===== config.mk =====
export PLATFORM = sky130hd
export DESIGN_NAME = decode_issue
export DESIGN_NICKNAME = d
export VERILOG_FILES = /design/src/rtl/riscv_pkg.sv /design/src/rtl/imm_gen.sv /design/src/rtl/decode_issue.sv
export SDC_FILE = /design/constraint.sdc
export NUM_CORES = 1
export LEC_CHECK = 0
export CAP_MARGIN = 20
export CORE_ASPECT_RATIO = 1.75
export CORE_MARGIN = 2
export CORE_UTILIZATION = 27
export CTS_BUF_LIST = sky130_fd_sc_hd__clkbuf_8
export CTS_CLUSTER_SIZE = 10
export DETAILED_ROUTE_END_ITERATION = 6
export MAX_ROUTING_LAYER = met4
export PLACE_DENSITY = 0.69
export SLEW_MARGIN = 30
export SYNTH_ARGS = -nofsm -noshare
export SYNTH_HDL_FRONTEND = slang
export SYNTH_SLANG_ARGS = --single-unit

===== constraint.sdc =====
create_clock -name clk -period 2.1 [get_ports clk]
set_input_delay 0.42 -clock clk [delete_from_list [all_inputs] [get_ports clk]]
set_output_delay 0.42 -clock clk [all_outputs]
set_load 0.03 [all_outputs]

===== src/rtl/riscv_pkg.sv =====
// Shared RV32I decode types: opcodes, ALU operations, control bundle and
// immediate formats, plus small opcode classification helpers.
package riscv_pkg;

   typedef enum logic [6:0] {
      OPC_LUI    = 7'b0110111,
      OPC_AUIPC  = 7'b0010111,
      OPC_JAL    = 7'b1101111,
      OPC_JALR   = 7'b1100111,
      OPC_BRANCH = 7'b1100011,
      OPC_LOAD   = 7'b0000011,
      OPC_STORE  = 7'b0100011,
      OPC_OP_IMM = 7'b0010011,
      OPC_OP     = 7'b0110011
   } opcode_t;

   typedef enum logic [3:0] {
      ALU_ADD   = 4'd0,
      ALU_SUB   = 4'd1,
      ALU_SLL   = 4'd2,
      ALU_SLT   = 4'd3,
      ALU_SLTU  = 4'd4,
      ALU_XOR   = 4'd5,
      ALU_SRL   = 4'd6,
      ALU_SRA   = 4'd7,
      ALU_OR    = 4'd8,
      ALU_AND   = 4'd9,
      ALU_PASSB = 4'd10
   } alu_op_t;

   typedef struct packed {
      logic reg_wr;
      logic mem_rd;
      logic mem_wr;
      logic branch;
      logic jump;
      logic alu_src;
      logic illegal;
   } ctrl_t;

   typedef enum logic [2:0] {
      IMM_NONE,
      IMM_I,
      IMM_S,
      IMM_B,
      IMM_U,
      IMM_J
   } imm_type_t;

   function automatic imm_type_t imm_type_of(input logic [6:0] opcode);
      case (opcode)
         OPC_LOAD, OPC_OP_IMM, OPC_JALR: return IMM_I;
         OPC_STORE:                      return IMM_S;
         OPC_BRANCH:                     return IMM_B;
         OPC_LUI, OPC_AUIPC:             return IMM_U;
         OPC_JAL:                        return IMM_J;
         default:                        return IMM_NONE;
      endcase
   endfunction

   function automatic logic uses_rs1(input logic [6:0] opcode);
      return !(opcode == OPC_LUI || opcode == OPC_AUIPC || opcode == OPC_JAL);
   endfunction

   function automatic logic uses_rs2(input logic [6:0] opcode);
      return (opcode == OPC_OP || opcode == OPC_BRANCH || opcode == OPC_STORE);
   endfunction

   // funct7[5] selects SUB only for register-register ops; SRA/SRL for both.
   function automatic alu_op_t alu_decode(input logic [2:0] funct3, input logic alt,
                                          input logic is_imm);
      case (funct3)
         3'b000:  return (alt && !is_imm) ? ALU_SUB : ALU_ADD;
         3'b001:  return ALU_SLL;
         3'b010:  return ALU_SLT;
         3'b011:  return ALU_SLTU;
         3'b100:  return ALU_XOR;
         3'b101:  return alt ? ALU_SRA : ALU_SRL;
         3'b110:  return ALU_OR;
         default: return ALU_AND;
      endcase
   endfunction

endpackage


===== src/rtl/imm_gen.sv =====
// Immediate generator: selects the RV32I immediate format from the opcode and
// sign-extends from instr[31] to XLEN.
module imm_gen
   import riscv_pkg::*;
#(
   parameter int XLEN = 32
) (
   input  logic [31:0]     instr,
   output logic [XLEN-1:0] imm
);

   logic [31:0] imm32;

   always_comb begin
      // NOTE: default assignment first so no path through the case infers a latch.
      imm32 = '0;
      case (imm_type_of(instr[6:0]))
         IMM_I:   imm32 = {{20{instr[31]}}, instr[31:20]};
         IMM_S:   imm32 = {{20{instr[31]}}, instr[31:25], instr[11:7]};
         IMM_B:   imm32 = {{19{instr[31]}}, instr[31], instr[7], instr[30:25], instr[11:8], 1'b0};
         IMM_U:   imm32 = {instr[31:12], 12'b0};
         IMM_J:   imm32 = {{11{instr[31]}}, instr[31], instr[19:12], instr[20], instr[30:21], 1'b0};
         default: imm32 = '0;
      endcase
   end

   assign imm = XLEN'($signed(imm32));

endmodule


===== src/rtl/decode_issue.sv =====
// RV32I decode/issue stage: decodes, bypasses writeback, detects load-use
// hazards and registers the result into the ID/EX register with valid/ready.
module decode_issue
   import riscv_pkg::*;
#(
   parameter int              XLEN     = 32,
   parameter logic [XLEN-1:0] RESET_PC = '0
) (
   input  logic            clk,
   input  logic            n_rst,
   input  logic            if_valid,
   input  logic [31:0]     if_instr,
   input  logic [XLEN-1:0] if_pc,
   output logic            if_ready,
   input  logic            flush,
   output logic [4:0]      read_reg1,
   output logic [4:0]      read_reg2,
   input  logic [XLEN-1:0] rd1,
   input  logic [XLEN-1:0] rd2,
   input  logic            wb_wr_en,
   input  logic [4:0]      wb_rd,
   input  logic [XLEN-1:0] wb_data,
   input  logic            ex_ready,
   output logic            ex_valid,
   output logic [XLEN-1:0] ex_pc,
   output logic [XLEN-1:0] ex_rs1_data,
   output logic [XLEN-1:0] ex_rs2_data,
   output logic [XLEN-1:0] ex_imm,
   output logic [4:0]      ex_rs1,
   output logic [4:0]      ex_rs2,
   output logic [4:0]      ex_rd,
   output logic [3:0]      ex_alu_op,
   output logic [2:0]      ex_funct3,
   output logic            ex_reg_wr,
   output logic            ex_mem_rd,
   output logic            ex_mem_wr,
   output logic            ex_branch,
   output logic            ex_jump,
   output logic            ex_alu_src,
   output logic            ex_illegal
);

   typedef struct packed {
      logic [XLEN-1:0] rs1_data;
      logic [XLEN-1:0] rs2_data;
      logic [XLEN-1:0] imm;
      logic [4:0]      rs1;
      logic [4:0]      rs2;
      logic [4:0]      rd;
      alu_op_t         alu_op;
      logic [2:0]      funct3;
      ctrl_t           ctrl;
   } idex_t;

   logic [6:0] opcode;
   logic [4:0] rs1, rs2, rd;
   logic [2:0] funct3;
   logic       funct7_b5;

   assign opcode    = if_instr[6:0];
   assign rd        = if_instr[11:7];
   assign funct3    = if_instr[14:12];
   assign rs1       = if_instr[19:15];
   assign rs2       = if_instr[24:20];
   assign funct7_b5 = if_instr[30];
   assign read_reg1 = rs1;
   assign read_reg2 = rs2;

   logic [XLEN-1:0] imm;

   imm_gen #(.XLEN(XLEN)) u_imm_gen (
      .instr (if_instr),
      .imm   (imm)
   );

   ctrl_t   ctrl;
   alu_op_t alu_op;

   always_comb begin
      ctrl   = '0;
      alu_op = ALU_ADD;
      case (opcode)
         OPC_LUI:    begin ctrl.reg_wr = 1'b1; ctrl.alu_src = 1'b1; alu_op = ALU_PASSB; end
         OPC_AUIPC:  begin ctrl.reg_wr = 1'b1; ctrl.alu_src = 1'b1; end
         OPC_JAL:    begin ctrl.reg_wr = 1'b1; ctrl.jump = 1'b1; end
         OPC_JALR:   begin ctrl.reg_wr = 1'b1; ctrl.jump = 1'b1; ctrl.alu_src = 1'b1; end
         OPC_BRANCH: begin ctrl.branch = 1'b1; alu_op = ALU_SUB; end
         OPC_LOAD:   begin ctrl.reg_wr = 1'b1; ctrl.mem_rd = 1'b1; ctrl.alu_src = 1'b1; end
         OPC_STORE:  begin ctrl.mem_wr = 1'b1; ctrl.alu_src = 1'b1; end
         OPC_OP_IMM: begin
            ctrl.reg_wr  = 1'b1;
            ctrl.alu_src = 1'b1;
            alu_op       = alu_decode(funct3, funct7_b5, 1'b1);
         end
         OPC_OP:     begin
            ctrl.reg_wr = 1'b1;
            alu_op      = alu_decode(funct3, funct7_b5, 1'b0);
         end
         default:    ctrl.illegal = 1'b1;
      endcase
   end

   // x0 reads as zero; otherwise the value being written back this cycle wins.
   logic [XLEN-1:0] rs1_data, rs2_data;
   assign rs1_data = (rs1 == 5'd0) ? '0 : (wb_wr_en && wb_rd == rs1) ? wb_data : rd1;
   assign rs2_data = (rs2 == 5'd0) ? '0 : (wb_wr_en && wb_rd == rs2) ? wb_data : rd2;

   idex_t           ex_q, ex_d, dec;
   logic            ex_valid_q, ex_valid_d;
   logic [XLEN-1:0] ex_pc_q, ex_pc_d;
   logic            load_en, hazard;

   assign load_en = !ex_valid_q || ex_ready;
   assign hazard  = if_valid && ex_valid_q && ex_q.ctrl.mem_rd && (ex_q.rd != 5'd0) &&
                    ((uses_rs1(opcode) && rs1 == ex_q.rd) ||
                     (uses_rs2(opcode) && rs2 == ex_q.rd));
   assign if_ready = flush || (load_en && !hazard);

   always_comb begin
      dec.rs1_data = rs1_data;
      dec.rs2_data = rs2_data;
      dec.imm      = imm;
      dec.rs1      = rs1;
      dec.rs2      = rs2;
      dec.rd       = rd;
      dec.alu_op   = alu_op;
      dec.funct3   = funct3;
      dec.ctrl     = ctrl;
   end

   always_comb begin
      ex_valid_d = ex_valid_q;
      ex_pc_d    = ex_pc_q;
      ex_d       = ex_q;
      if (flush) begin
         ex_valid_d = 1'b0;
      end else if (load_en && hazard) begin
         ex_valid_d = 1'b0;
      end else if (load_en) begin
         ex_valid_d = if_valid;
         ex_pc_d    = if_pc;
         ex_d       = dec;
      end
   end

   always_ff @(posedge clk or negedge n_rst) begin
      // NOTE: non-blocking assignments so every flop samples pre-edge values.
      if (!n_rst) begin
         ex_valid_q <= 1'b0;
         ex_pc_q    <= RESET_PC;
         ex_q       <= '0;
      end else begin
         ex_valid_q <= ex_valid_d;
         ex_pc_q    <= ex_pc_d;
         ex_q       <= ex_d;
      end
   end

   assign ex_valid    = ex_valid_q;
   assign ex_pc       = ex_pc_q;
   assign ex_rs1_data = ex_q.rs1_data;
   assign ex_rs2_data = ex_q.rs2_data;
   assign ex_imm      = ex_q.imm;
   assign ex_rs1      = ex_q.rs1;
   assign ex_rs2      = ex_q.rs2;
   assign ex_rd       = ex_q.rd;
   assign ex_alu_op   = ex_q.alu_op;
   assign ex_funct3   = ex_q.funct3;
   assign ex_reg_wr   = ex_q.ctrl.reg_wr;
   assign ex_mem_rd   = ex_q.ctrl.mem_rd;
   assign ex_mem_wr   = ex_q.ctrl.mem_wr;
   assign ex_branch   = ex_q.ctrl.branch;
   assign ex_jump     = ex_q.ctrl.jump;
   assign ex_alu_src  = ex_q.ctrl.alu_src;
   assign ex_illegal  = ex_q.ctrl.illegal;

endmodule


==> results.sh <==
export IMPL_status="complete, but fails checks"
export IMPL_violations="setup timing"
export IMPL_finClkSkew_ns=0.0157
export IMPL_post_place_ws_ns=-0.707
export IMPL_cp_startpoint="ex_rd[1]$_DFFE_PN0P_"
export IMPL_die_x_um=132
export IMPL_clock_fmax_mhz=374
export IMPL_syn_avg_cell_area_um2=11.2
export IMPL_num_rows=82
export IMPL_ant_nets=0
export IMPL_tightest_slew_ns=0.460
export IMPL_clk_pin_slew_worst_paths_ns=0.08
export IMPL_nFillCells=2609
export IMPL_first_pass_iters=5
export IMPL_arrival_ns=2.25
export IMPL_netlist_area_um2=7780
export IMPL_fin_crit_ns=2.67
export IMPL_synthDistinctLibCells=50
export IMPL_cts_tree="done"
export IMPL_start_util=0.273
export IMPL_h_tree_depth=4
export IMPL_portBuffers=339
export IMPL_cts_buffer_depth=2
export IMPL_holdCritPathClass="input pin to asynchronous set/reset pin"
export IMPL_place_gp_congestion=0.914
export IMPL_cp_slowest_cell="or4_4"
export IMPL_wl_per_cell_um=20.9
export IMPL_grt_max_degree=55
export IMPL_worstReg2RegEnd="ex_rs2_data[22]$_DFFE_PN0P_"
export IMPL_criticalPathCategory="flip-flop to output port"
export IMPL_final_cells=1502
export IMPL_antenna_found_initial=1
export IMPL_p_leak_nw=5.49
export IMPL_routed_wl_um=31400
export IMPL_rsz0062_at_grt="true"
export IMPL_critical_path_max_stage_delay_ns=0.58
export IMPL_slew_viol_final=0
export IMPL_critPathLaunchType="flip-flop"
export IMPL_setup_violations_final=158
export IMPL_power_density_nw_per_um2=643
export IMPL_max_slew_margin_rel=0.694
export IMPL_async_flop_share=1.00
export IMPL_setup_ws_ns=-0.573
export IMPL_yosys_warnings=0
export IMPL_fin_nets=1281
export IMPL_via_per_inst=4.96
export IMPL_vias=7452
export IMPL_syn_num_nets=867
export IMPL_hpwl_um=22600
export IMPL_cts_sinks=158
export IMPL_drc_errors=0
export IMPL_endpoint_kind="output port"
export IMPL_r2r_slack_ns=-0.56
export IMPL_grt_ovfl_total=0
export IMPL_drive_gt1_frac=0.267
export IMPL_coreArea_um2=28500
export IMPL_drt_iter0_markers=389
export IMPL_synth_edf_count=0
export IMPL_synthCells=696
export IMPL_grt_first_pass_wirelength_um=47700
export IMPL_worstPathCellList="or4_4 > o21ai_4 > nor4_4 > buf_4 > o31ai_4 > buf_6"
export IMPL_clock_latency_ns=0.49
export IMPL_track_usage=0.213
export IMPL_ios=340
export IMPL_ir_drop_uv=385
export IMPL_cap_violations=0
export IMPL_synth_area_leaders="dfrtp_1 (51%), o21ai_0 (9.1%), mux2i_1 (8.2%), o31ai_1 (6.2%), mux2_2 (5.1%)"
export IMPL_layout_commonest_cell="clkdlybuf4s50_1"
export IMPL_ys_flop_type="dfrtp_1"
export IMPL_ys_ff_latch=158
export IMPL_grt_pass1_vias=7958
export IMPL_place_inst=1440
export IMPL_clockRootBuffer="clkbuf_8"
export IMPL_die_area_um2=30200
export IMPL_netlist_top_cell_by_area="dfrtp_1"
export IMPL_r2r_start="ex_rd[1]$_DFFE_PN0P_"
export IMPL_worst_path_buf_inv=2
export IMPL_crit_family="simple AND/OR/NAND/NOR gates"
export IMPL_path_max_fanout=3
export IMPL_power_total_mw=8.82
export IMPL_synth_seq_area_share=0.508
export IMPL_layout_worst_path_cycle_share=1.27
export IMPL_cts_inserted_buffers=17
export IMPL_die_h_um=229
export IMPL_synth_top_area_share=0.508
export IMPL_r2r_cells=11
export IMPL_hold_viol=0
export IMPL_area_growth_pct=76.2
export IMPL_mostFrequentLayoutCells="clkdlybuf4s50_1 (321), dfrtp_1 (154), o21ai_0 (133)"
export IMPL_cp_data_required_time_ns=1.68
==> through the flow <==
stage	TNS [ns]	hold slack (ns)	util	instance area, um^2
2_1_floorplan	-13.06	0.124	-	7830
3_3_place_gp	-100.60	0.371	0.431	12300
3_5_place_dp	-100.10	0.369	0.431	12300
4_1_cts	-75.38	0.392	0.467	13300
5_1_grt	-89.26	0.420	0.481	13700
6_report	-71.38	0.406	0.481	13700
==> cells by family (layout without fill, tap and decap cells) <==
| group | after synthesis | in the layout | share of synthesized area |
|---|---|---|---|
| buffers and inverters | 78 | 505 | 0.0513 |
| and+or+nand+nor | 66 | 66 | 0.0494 |
| xor gates and xnor gates | 21 | 21 | 0.0236 |
| AOI/OAI and AO/OA | 254 | 254 | 0.196 |
| DFF | 158 | 158 | 0.508 |
| muxes | 119 | 119 | 0.172 |
| other | 0 | 1 | 0 |
==> repair_timing <==
| item | 4_1_cts | 5_1_grt |
|---|---|---|
| endpoints found under the setup margin | 164 | 158 |
| endpoints found under the hold margin | 36 | 0 |
| pin swaps | 8 | 4 |
| setup buffers | 15 | 4 |
| resized for setup | 35 | 72 |
| hold buffers | 1 | 0 |
| gates cloned | 11 | 1 |
==> worst register-to-register path: stages, from the launching register on <==
cell and delay, ns:
dfrtp_2 0.41, or4_4 0.58, nor2_4 0.14, buf_4 0.12, o41ai_4 0.08, buf_4 0.15
or2_4 0.30, buf_12 0.15, buf_12 0.14, buf_12 0.14, buf_8 0.13, o31ai_1 0.24
==> power breakdown <==
group	total, mW	switching [mW]	internal [mW]
combinational	2.92	1.47	1.45
sequential	3.50	0.166	3.33
clock	2.39	1.23	1.16
total	8.82	2.87	5.94
==> synth_stat cells, types with 8 or more instances <==
library cell / instances
mux2_2: 35
dfrtp_1: 158
xor2_1: 8
clkbuf_1: 41
buf_4: 12
xnor2_1: 13
o21ai_0: 142
nand2_1: 19
a21oi_1: 25
mux2_4: 20
o31ai_1: 64
mux2i_1: 64
buf_2: 13
==> state kept, by name (all words and copies together), names as in the netlist <==
name / cells
ex_alu_op: 4
ex_alu_src: 1
ex_branch: 1
ex_funct3: 3
ex_illegal: 1
ex_imm: 32
ex_jump: 1
ex_mem_rd: 1
ex_mem_wr: 1
ex_pc: 32
ex_rd: 5
ex_reg_wr: 1
ex_rs1: 5
ex_rs1_data: 32
ex_rs2: 5
ex_rs2_data: 32
ex_valid: 1
==> how the worst max path moves through the flow <==
stage	to	slack (ns)	cells after the start
4_1_cts	if_ready	-0.64	7
3_3_place_gp	ex_pc[26]$_DFFE_PN0P_	-0.70	9
3_5_place_dp	ex_pc[16]$_DFFE_PN0P_	-0.71	9
5_1_grt	ex_rs1_data[20]$_DFFE_PN0P_	-0.66	11
6_report	if_ready	-0.57	6
2_1_floorplan	if_ready	-0.31	6
==> layer usage <==
metal  up-vias  GRT usage  wire, um
li1       3393          -         -
met3        63     0.0408      1490
met5         -          -         0
met4         0     0.0981      1220
met2       282      0.383     17200
met1      3714      0.223     11500
==> layout make-up <==
class / instances / area [um^2] / share of cell area
antenna: 1 / 2.50 / 0.000183
clock inverter: 12 / 134 / 0.00977
timing repair buffer: 469 / 5020 / 0.366
sequential: 158 / 3960 / 0.289
clock buffer: 20 / 275 / 0.0201
inverter: 4 / 15.0 / 0.00110
multi-input combinational: 460 / 3830 / 0.279
tap: 378 / 473 / 0.0345
(Power assumes the default switching activity.)
